**src/rtl/fifo_rr_mux.sv**
```systemverilog
// NUM_CH independent FIFOs drained by a round-robin arbiter into one registered valid/ready output.
// Grant and pop depend only on registered empty/out_valid and live out_ready; write data never reaches an output combinationally.
module fifo_rr_mux #(
  parameter int NUM_CH     = 4,
  parameter int DEPTH      = 8,
  parameter int DATA_WIDTH = 8,
  localparam int CW  = $clog2(DEPTH) + 1,
  localparam int PW  = $clog2(DEPTH),
  localparam int CHW = ($clog2(NUM_CH) > 1) ? $clog2(NUM_CH) : 1
) (
  input  logic                         clock,
  input  logic                         reset,
  input  logic [NUM_CH-1:0]            write,
  input  logic [NUM_CH*DATA_WIDTH-1:0] DATA_IN,
  output logic [NUM_CH-1:0]            full,
  output logic [NUM_CH-1:0]            empty,
  output logic [NUM_CH*CW-1:0]         count,
  output logic [NUM_CH-1:0]            overflow,
  output logic                         out_valid,
  input  logic                         out_ready,
  output logic [DATA_WIDTH-1:0]        DATA_OUT,
  output logic [CHW-1:0]               out_channel
);

  logic [DATA_WIDTH-1:0]             mem_q [NUM_CH][DEPTH];
  logic [NUM_CH-1:0][PW-1:0]         wr_ptr_q, rd_ptr_q;
  logic [NUM_CH-1:0][CW-1:0]         count_q, count_d;
  logic [NUM_CH-1:0]                 full_q, full_d, empty_q, empty_d, overflow_q;
  logic                              out_valid_q, out_valid_d;
  logic [DATA_WIDTH-1:0]             data_q, data_d;
  logic [CHW-1:0]                    chan_q, chan_d, last_grant_q, last_grant_d, grant;
  logic                              load, found;
  logic [NUM_CH-1:0]                 wr_acc, pop;
  logic [NUM_CH-1:0][DATA_WIDTH-1:0] din;

  assign din = DATA_IN;

  // Full is the registered flag, so a pop in the same cycle never frees room for a write.
  assign wr_acc = write & ~full_q;

  function automatic logic [CHW-1:0] rr_idx(input logic [CHW-1:0] base, input int k);
    int s;
    s = int'(base) + k;
    if (s >= NUM_CH) s = s - NUM_CH;
    return CHW'(s);
  endfunction

  always_comb begin
    load  = !out_valid_q || out_ready;
    found = 1'b0;
    grant = '0;
    for (int k = 1; k <= NUM_CH; k++) begin
      if (!found && !empty_q[rr_idx(last_grant_q, k)]) begin
        found = 1'b1;
        grant = rr_idx(last_grant_q, k);
      end
    end
    pop = '0;
    if (load && found) pop[grant] = 1'b1;
  end

  always_comb begin
    count_d = count_q;
    full_d  = '0;
    empty_d = '0;
    for (int i = 0; i < NUM_CH; i++) begin
      if (wr_acc[i] && !pop[i])      count_d[i] = count_q[i] + CW'(1);
      else if (pop[i] && !wr_acc[i]) count_d[i] = count_q[i] - CW'(1);
      full_d[i]  = (count_d[i] == CW'(DEPTH));
      empty_d[i] = (count_d[i] == '0);
    end
  end

  always_comb begin
    out_valid_d  = out_valid_q;
    data_d       = data_q;
    chan_d       = chan_q;
    last_grant_d = last_grant_q;
    if (load) begin
      out_valid_d = found;
      if (found) begin
        data_d       = mem_q[grant][rd_ptr_q[grant]];
        chan_d       = grant;
        last_grant_d = grant;
      end
    end
  end

  always_ff @(posedge clock or posedge reset) begin
    if (reset) begin
      wr_ptr_q     <= '0;
      rd_ptr_q     <= '0;
      count_q      <= '0;
      full_q       <= '0;
      empty_q      <= '1;
      overflow_q   <= '0;
      out_valid_q  <= 1'b0;
      data_q       <= '0;
      chan_q       <= '0;
      last_grant_q <= CHW'(NUM_CH - 1);
    end else begin
      for (int i = 0; i < NUM_CH; i++) begin
        if (wr_acc[i]) wr_ptr_q[i] <= wr_ptr_q[i] + PW'(1);
        if (pop[i])    rd_ptr_q[i] <= rd_ptr_q[i] + PW'(1);
      end
      count_q      <= count_d;
      full_q       <= full_d;
      empty_q      <= empty_d;
      overflow_q   <= overflow_q | (write & full_q);
      out_valid_q  <= out_valid_d;
      data_q       <= data_d;
      chan_q       <= chan_d;
      last_grant_q <= last_grant_d;
    end
  end

  always_ff @(posedge clock) begin
    for (int i = 0; i < NUM_CH; i++) begin
      if (wr_acc[i]) mem_q[i][wr_ptr_q[i]] <= din[i];
    end
  end

  assign full        = full_q;
  assign empty       = empty_q;
  assign count       = count_q;
  assign overflow    = overflow_q;
  assign out_valid   = out_valid_q;
  assign DATA_OUT    = data_q;
  assign out_channel = chan_q;

endmodule

```
**config.mk**
```make
export PLATFORM = sky130hd
export DESIGN_NAME = fifo_rr_mux
export DESIGN_NICKNAME = d
export VERILOG_FILES = /design/src/rtl/fifo_rr_mux.sv
export SDC_FILE = /design/constraint.sdc
export NUM_CORES = 1
export LEC_CHECK = 0
export ABC_AREA = 1
export CORE_UTILIZATION = 60
export CTS_BUF_LIST = sky130_fd_sc_hd__clkbuf_16
export CTS_CLUSTER_SIZE = 14
export DETAILED_ROUTE_END_ITERATION = 12
export PLACE_DENSITY_LB_ADDON = 0.05
export RECOVER_POWER = 25
export SETUP_SLACK_MARGIN = 0.3
export SLEW_MARGIN = 20
export SYNTH_ARGS = -nofsm -noshare
export SYNTH_HDL_FRONTEND = slang
export SYNTH_SLANG_ARGS = --single-unit
```
**constraint.sdc**
```tcl
create_clock -name clock -period 2.55 [get_ports clock]
set_input_delay 0.255 -clock clock [delete_from_list [all_inputs] [get_ports clock]]
set_output_delay 0.255 -clock clock [all_outputs]
set_load 0.02 [all_outputs]
```
# Word level (Yosys, flattened, before mapping)
# Memory sizes are Yosys's and may differ from the RTL's.
# Index checks and enable logic that the tools add are counted.
dict set report totals {
  register_bits 65
  ramBits 256
  inputBits 39
  out_inout_bits 39
  wordCells 165
  n_memories 1
}
# memory depth word_bits rd rd_clocked_by_memory_dff write_ports line
set mem_list {}
lappend mem_list {mem_q 4 64 1 0 4 25} ;# logic [DATA_WIDTH-1:0] mem_q [NUM_CH][DEPTH];
dict set report op_classes {
  add_sub_neg 24
  magnitude_cmp 19
  eq_ne 4
  mux 52
  bitwise 9
  n_reduce_logical 37
}
# op n
set op_table {}
lappend op_table {{$mux W64} 4}
lappend op_table {{$demux W8 S3} 4}
lappend op_table {{$mux W8} 6}
lappend op_table {{$mux W4} 9}
lappend op_table {{$add A3 B1 Y3 const B} 8}
lappend op_table {{$bmux W8 S3} 1}
lappend op_table {{$ge A4 B4 Y1 const B} 5}
lappend op_table {{$not A3 Y4} 5}
lappend op_table {{$logic_and A1 B1 Y1} 17}
lappend op_table {{$add A4 B1 Y4 const B} 4}
lappend op_table {{$eq A4 B4 Y1 const B} 4}
lappend op_table {{$logic_not A4 Y1} 4}
lappend op_table {{$lt A4 B1 Y1 const B} 4}
lappend op_table {{$mux W2} 8}
lappend op_table {{$sub A4 B1 Y4 const B} 4}
lappend op_table {{$lt A2 B3 Y1 const B} 5}
lappend op_table {{$logic_not A1 Y1} 14}
lappend op_table {{$mux W1} 13}
lappend op_table {{$ge A3 B3 Y1 const B} 3}
lappend op_table {{$and A4 B4 Y4} 2}
lappend op_table {{$bmux W1 S2} 4}
lappend op_table {{$sub A2 B1 Y2 const B} 4}
lappend op_table {{$add A2 B2 Y3 const B} 2}
lappend op_table {{$bmux W3 S2} 1}
lappend op_table {{other kinds (10)} 10}

# Longest topological paths before layout
# Gate-level depths: netlist of run 1.
dict set report depth {
  ltp_word 23
  depth_mapped 21
}

# Worst setup path before layout of run 1
# Ideal clock, no wire load.
dict set report synth_timing {
  path_type {flip-flop to flip-flop}
  startpoint {reg last_grant_q[0]}
  endpoint {reg data_q[0] (netlist: DATA_OUT[0])}
  setup_time_ps 118
  arrival_ps 2227
  t_required_ps 2432
  path_slack_ps 205
  stages_incl_launch_ff 20
  path_buffers 4
  cell_sequence {dfstp_2 -> buf_4 -> nand2_1 -> nand3_1 -> nand2_1 -> nor2_2 -> nand2_1 -> nor2_1 -> nor2_2 -> buf_4 -> buf_4 -> buf_4 -> nand3_1 -> nand2_1 -> nand2_1 -> nand2_1 -> nand2_1 -> nand3_1 -> nand3_1 -> nand2_1}
}
dict set report synth_between {
  elab_chain_cells 20
}
# item line
set synth_rtl {}
lappend synth_rtl {{start: declaration} 31} ;# logic [CHW-1:0] chan_q, chan_d, last_grant_q, last_grant_d, grant;
lappend synth_rtl {{start signal: assignment} 100} ;# last_grant_q <= CHW'(NUM_CH - 1);
lappend synth_rtl {{start signal: assignment} 113} ;# last_grant_q <= last_grant_d;
lappend synth_rtl {{$add A2 B2 Y3} 43} ;# s = int'(base) + k;
lappend synth_rtl {{$ge A3 B3 Y1 / $sub A2 B1 Y2 (equally long branches)} 44} ;# if (s >= NUM_CH) s = s - NUM_CH;
lappend synth_rtl {{$mux W2} 44}
lappend synth_rtl {{$bmux W1 S2} 53} ;# if (!found && !empty_q[rr_idx(last_grant_q, k)]) begin
lappend synth_rtl {{$mux W1 (implied by the code)} 53}
lappend synth_rtl {{$logic_not A1 Y1} 53}
lappend synth_rtl {{$logic_and A1 B1 Y1} 53}
lappend synth_rtl {{$mux W1} 53}
lappend synth_rtl {{[3 not listed]} -}
lappend synth_rtl {{$logic_not A1 Y1} 53}
lappend synth_rtl {{$logic_and A1 B1 Y1} 53}
lappend synth_rtl {{$mux W2} 53}
lappend synth_rtl {{$bmux W3 S2} 82} ;# data_d = mem_q[grant][rd_ptr_q[grant]];
lappend synth_rtl {{$mux W3 (implied by the code)} 82}
lappend synth_rtl {{$not A3 Y4 (implied by the code)} 82}
lappend synth_rtl {{$bmux W8 S3} 82}
lappend synth_rtl {{$mux W8 (implied by the code) (2 in a row)} 82}
lappend synth_rtl {{end signal: assignment} 111} ;# data_q <= data_d;
lappend synth_rtl {{end: declaration} 30} ;# logic [DATA_WIDTH-1:0] data_q, data_d;
# Several ways; a longest one is shown, not always the timed one. The select of a mux whose other input is x is not followed.
# A chain may end at the register's enable or synchronous reset.

# Worst setup path in the final report of run 1
dict set report layout_timing {
  startpoint {reg last_grant_q[0]}
  endpoint {reg data_q[6] (netlist: DATA_OUT[6])}
}
# The elaborated chain is that of the path after synthesis.

==> flow_metrics.env, run 1 <==
export IMPL_outcome="complete, but fails checks"
export IMPL_violations="max-capacitance violations, max-slew violations, negative setup slack"
export IMPL_yosys_area_top_type_share_pct=51.1
export IMPL_slew_headroom_pct=-16.5
export IMPL_routed_wl_um=43600
export IMPL_ant_nets=0
export IMPL_tns_ns=-3.19
export IMPL_netlist_top_cells_count="nand2_1 (471), edfxtp_1 (256), inv_1 (185)"
export IMPL_core_sq_um=24500
export IMPL_critPathSlowestCell="dfstp_2"
export IMPL_worstSetupEndpointType="register"
export IMPL_synthCells=1531
export IMPL_whs_ns=0.358
export IMPL_numCtsBuffers=34
export IMPL_insertion_delay_ns=0.53
export IMPL_period_minus_slack_ns=2.78
export IMPL_setup_slack_ns=-0.230
export IMPL_fp_dieH_um=160
export IMPL_ios=78
export IMPL_clock_root_buffer="clkbuf_16"
export IMPL_async_flop_share_pct=20.2
export IMPL_start_util_pct=61.5
export IMPL_die_x_um=160
export IMPL_synth_area_leader_cell="edfxtp_1"
export IMPL_cp_data_arrival_time_ns=3.18
export IMPL_grt_ovfl_total=0
export IMPL_min_path_type="in2reg"
export IMPL_antenna_cells=0
export IMPL_crit_path_start_kind="register"
export IMPL_route_vias_total=11970
export IMPL_crit_top_cell="nand2_1"
export IMPL_clock_skew_final_ns=0.0255
export IMPL_yosysUniqueCellTypes=36
export IMPL_utilization_pct=78.8
export IMPL_grt_pass1_wl_um=63700
export IMPL_dp_hpwl_um=27400
export IMPL_antenna_found_initial=0
export IMPL_io_buffers=77
export IMPL_yosys_warnings=0
export IMPL_pre_cts_ws_ns=-0.312
export IMPL_die_area_sq_um=25700
export IMPL_vias_per_cell=5.76
export IMPL_wire_per_inst_um=21.0
export IMPL_cts_path_max_buffers=3
export IMPL_syn_nets=1586
export IMPL_first_pass_iters=6
export IMPL_drive_gt1_share_pct=19.7
export IMPL_critPathMaxFanout=8
export IMPL_slowest_delay_ns=0.63
export IMPL_track_usage_pct=33.0
export IMPL_synthTopCellsByArea="edfxtp_1 (51%), nand2_1 (12%), dfrtp_1 (9.8%)"
export IMPL_timing_fmax_ghz=0.360
export IMPL_yosysSeqAreaShare_pct=62.0
export IMPL_drt_iter0_markers=1824
export IMPL_required_ns=2.95
export IMPL_worst_r2r_path_depth=19
export IMPL_grt_pass1_vias=11061
export IMPL_drv_slew=66
export IMPL_min_path_cells=2
export IMPL_worst_pin_slew_ns=1.75
export IMPL_ys_flop_type="edfxtp_1"
export IMPL_gp_congestion=0.908
export IMPL_cp_cell_sequence="buf_6 -> nand2_4 -> nand3_4 -> nand2_2 -> nor2_4 -> nand4_4 -> buf_6 -> buf_6 -> nand3_2 -> nand2_1 -> nand2_2 -> nand2_4 -> clkbuf_16 -> nand2_1 -> nand2_1 -> nand2_1 -> nand3_2 -> nand3_2 -> nand2_1"
export IMPL_cts_sinks=321
export IMPL_setup_viol=29
export IMPL_cts_htree_levels=2
export IMPL_finalCritPeriodShare_pct=109
export IMPL_route_detailed_drc=0
export IMPL_grt_max_degree=66
export IMPL_cts_tree="built"
export IMPL_hold_violations=0
export IMPL_synth_seq_cells=321
export IMPL_syn_area_per_cell_sq_um=9.82
export IMPL_nets=1785
export IMPL_synth_most_common_cell="nand2_1"
export IMPL_drv_cap=1
export IMPL_synth_area_sq_um=15000
export IMPL_area_growth_syn_to_layout_pct=28.2
export IMPL_crit_type="reg2reg"
export IMPL_rows=57
export IMPL_rsz0062_at_grt="true"
export IMPL_clk_pin_slew_worst_paths_ns=0.06
export IMPL_synth_edf_count=256
==> final timing paths <==
| kind | start | to | slack (ns) |
|---|---|---|---|
| max in group asynchronous | reset | wr_ptr_q[11] | 0.69 |
| max reg2reg | last_grant_q[0] | DATA_OUT[6] | -0.23 |
| min | write[1] | overflow[1] | 0.36 |
| min reg2reg | overflow[1] | overflow[1] | 0.46 |
| min in group asynchronous | reset | DATA_OUT[3] | 0.78 |
| max | last_grant_q[0] | DATA_OUT[6] | -0.23 |
==> layout make-up <==
class                   instances  area (sq um)
inverters                     197           756
flip-flops and latches        321          9320
well taps                     324           405
repair buffers                230          2520
fillers                      1498          5190
multi-input cells             946          5190
clock inverters                25           229
clock buffers                  34           851
==> cell usage in the layout, fill, tap and decap left out, types with 5 or more instances in the layout <==
cell,n
xor2_1,11
inv_1,192
nand2_2,31
dfstp_2,6
buf_12,20
edfxtp_1,256
buf_4,102
nand3_4,5
nand3b_1,104
buf_6,12
ha_1,16
o21ai_0,9
clkbuf_16,42
o21ai_2,14
nor2_2,6
dfrtp_1,59
nand2_1,427
xnor2_1,5
o21ai_1,16
nand3_1,150
dlygate4sd3_1,17
buf_16,8
nor2_4,9
clkinv_1,7
nand3_2,27
clkdlybuf4s50_1,60
inv_2,6
nor2_1,65
nand2_4,22
==> what timing repair did <==
| action | CTS | global route |
|---|---|---|
| gates resized for setup | 99 | 57 |
| pin swaps | 25 | 26 |
| cloned | 7 | 9 |
| endpoints found under the setup margin | 42 | 45 |
| setup buffers | 26 | 8 |
| endpoints found under the hold margin | 0 | 0 |
| hold buffers | 0 | 0 |
==> worst max-delay path: cells and delay by family (launching register included) <==
family,cells,cell delay (ns)
buf+inv,4,0.66
flops,1,0.63
simple gates,15,1.37
==> stage by stage <==
stage,std cells,instance area [sq um]
floorplan,1531,15100
global placement,1968,16900
detailed placement,1968,16900
CTS,2060,18800
global route,2077,19300
finish,2077,19300
==> state kept, by name, summed over array words and instances, names as in the netlist <==
| name | cells |
|---|---|
| empty | 4 |
| full | 4 |
| out_valid | 1 |
| count | 16 |
| last_grant_q | 2 |
| mem_q | 256 |
| rd_ptr_q | 12 |
| overflow | 4 |
| DATA_OUT | 8 |
| wr_ptr_q | 12 |
| out_channel | 2 |
==> logic make-up (layout without fill, tap and decap cells) <==
family | Yosys count | in the layout | synth area share (%)
xor+xnor | 20 | 20 | 1.17
buf+inv | 264 | 486 | 7.18
fa+ha+maj | 16 | 16 | 1.33
simple gates | 861 | 861 | 26.4
mux | 4 | 4 | 0.300
flops | 321 | 321 | 62.0
compound gates | 45 | 45 | 1.59
==> routing by layer <==
layer,wire length (um),GRT usage [%]
met1,17700,48.5
met2,20300,51.2
met3,4560,5.73
met4,1150,8.70
met5,0,0
Power of run 1 is left out: the tool's default activity adds up to more than one toggle a clock period on the data nets, which glitch-free logic cannot reach.
==> run 2, diff against run 1 <==
--- a/config.mk
+++ b/config.mk
@@ -6,6 +6,7 @@
 export NUM_CORES = 1
 export LEC_CHECK = 0
 export ABC_AREA = 1
+export CAP_MARGIN = 20
 export CORE_UTILIZATION = 60
 export CTS_BUF_LIST = sky130_fd_sc_hd__clkbuf_16
 export CTS_CLUSTER_SIZE = 14
==> results of run 2 <==
No change in the layout: final DEF, timing and power equal those of run 1.
Power of run 2 is left out for the same reason.
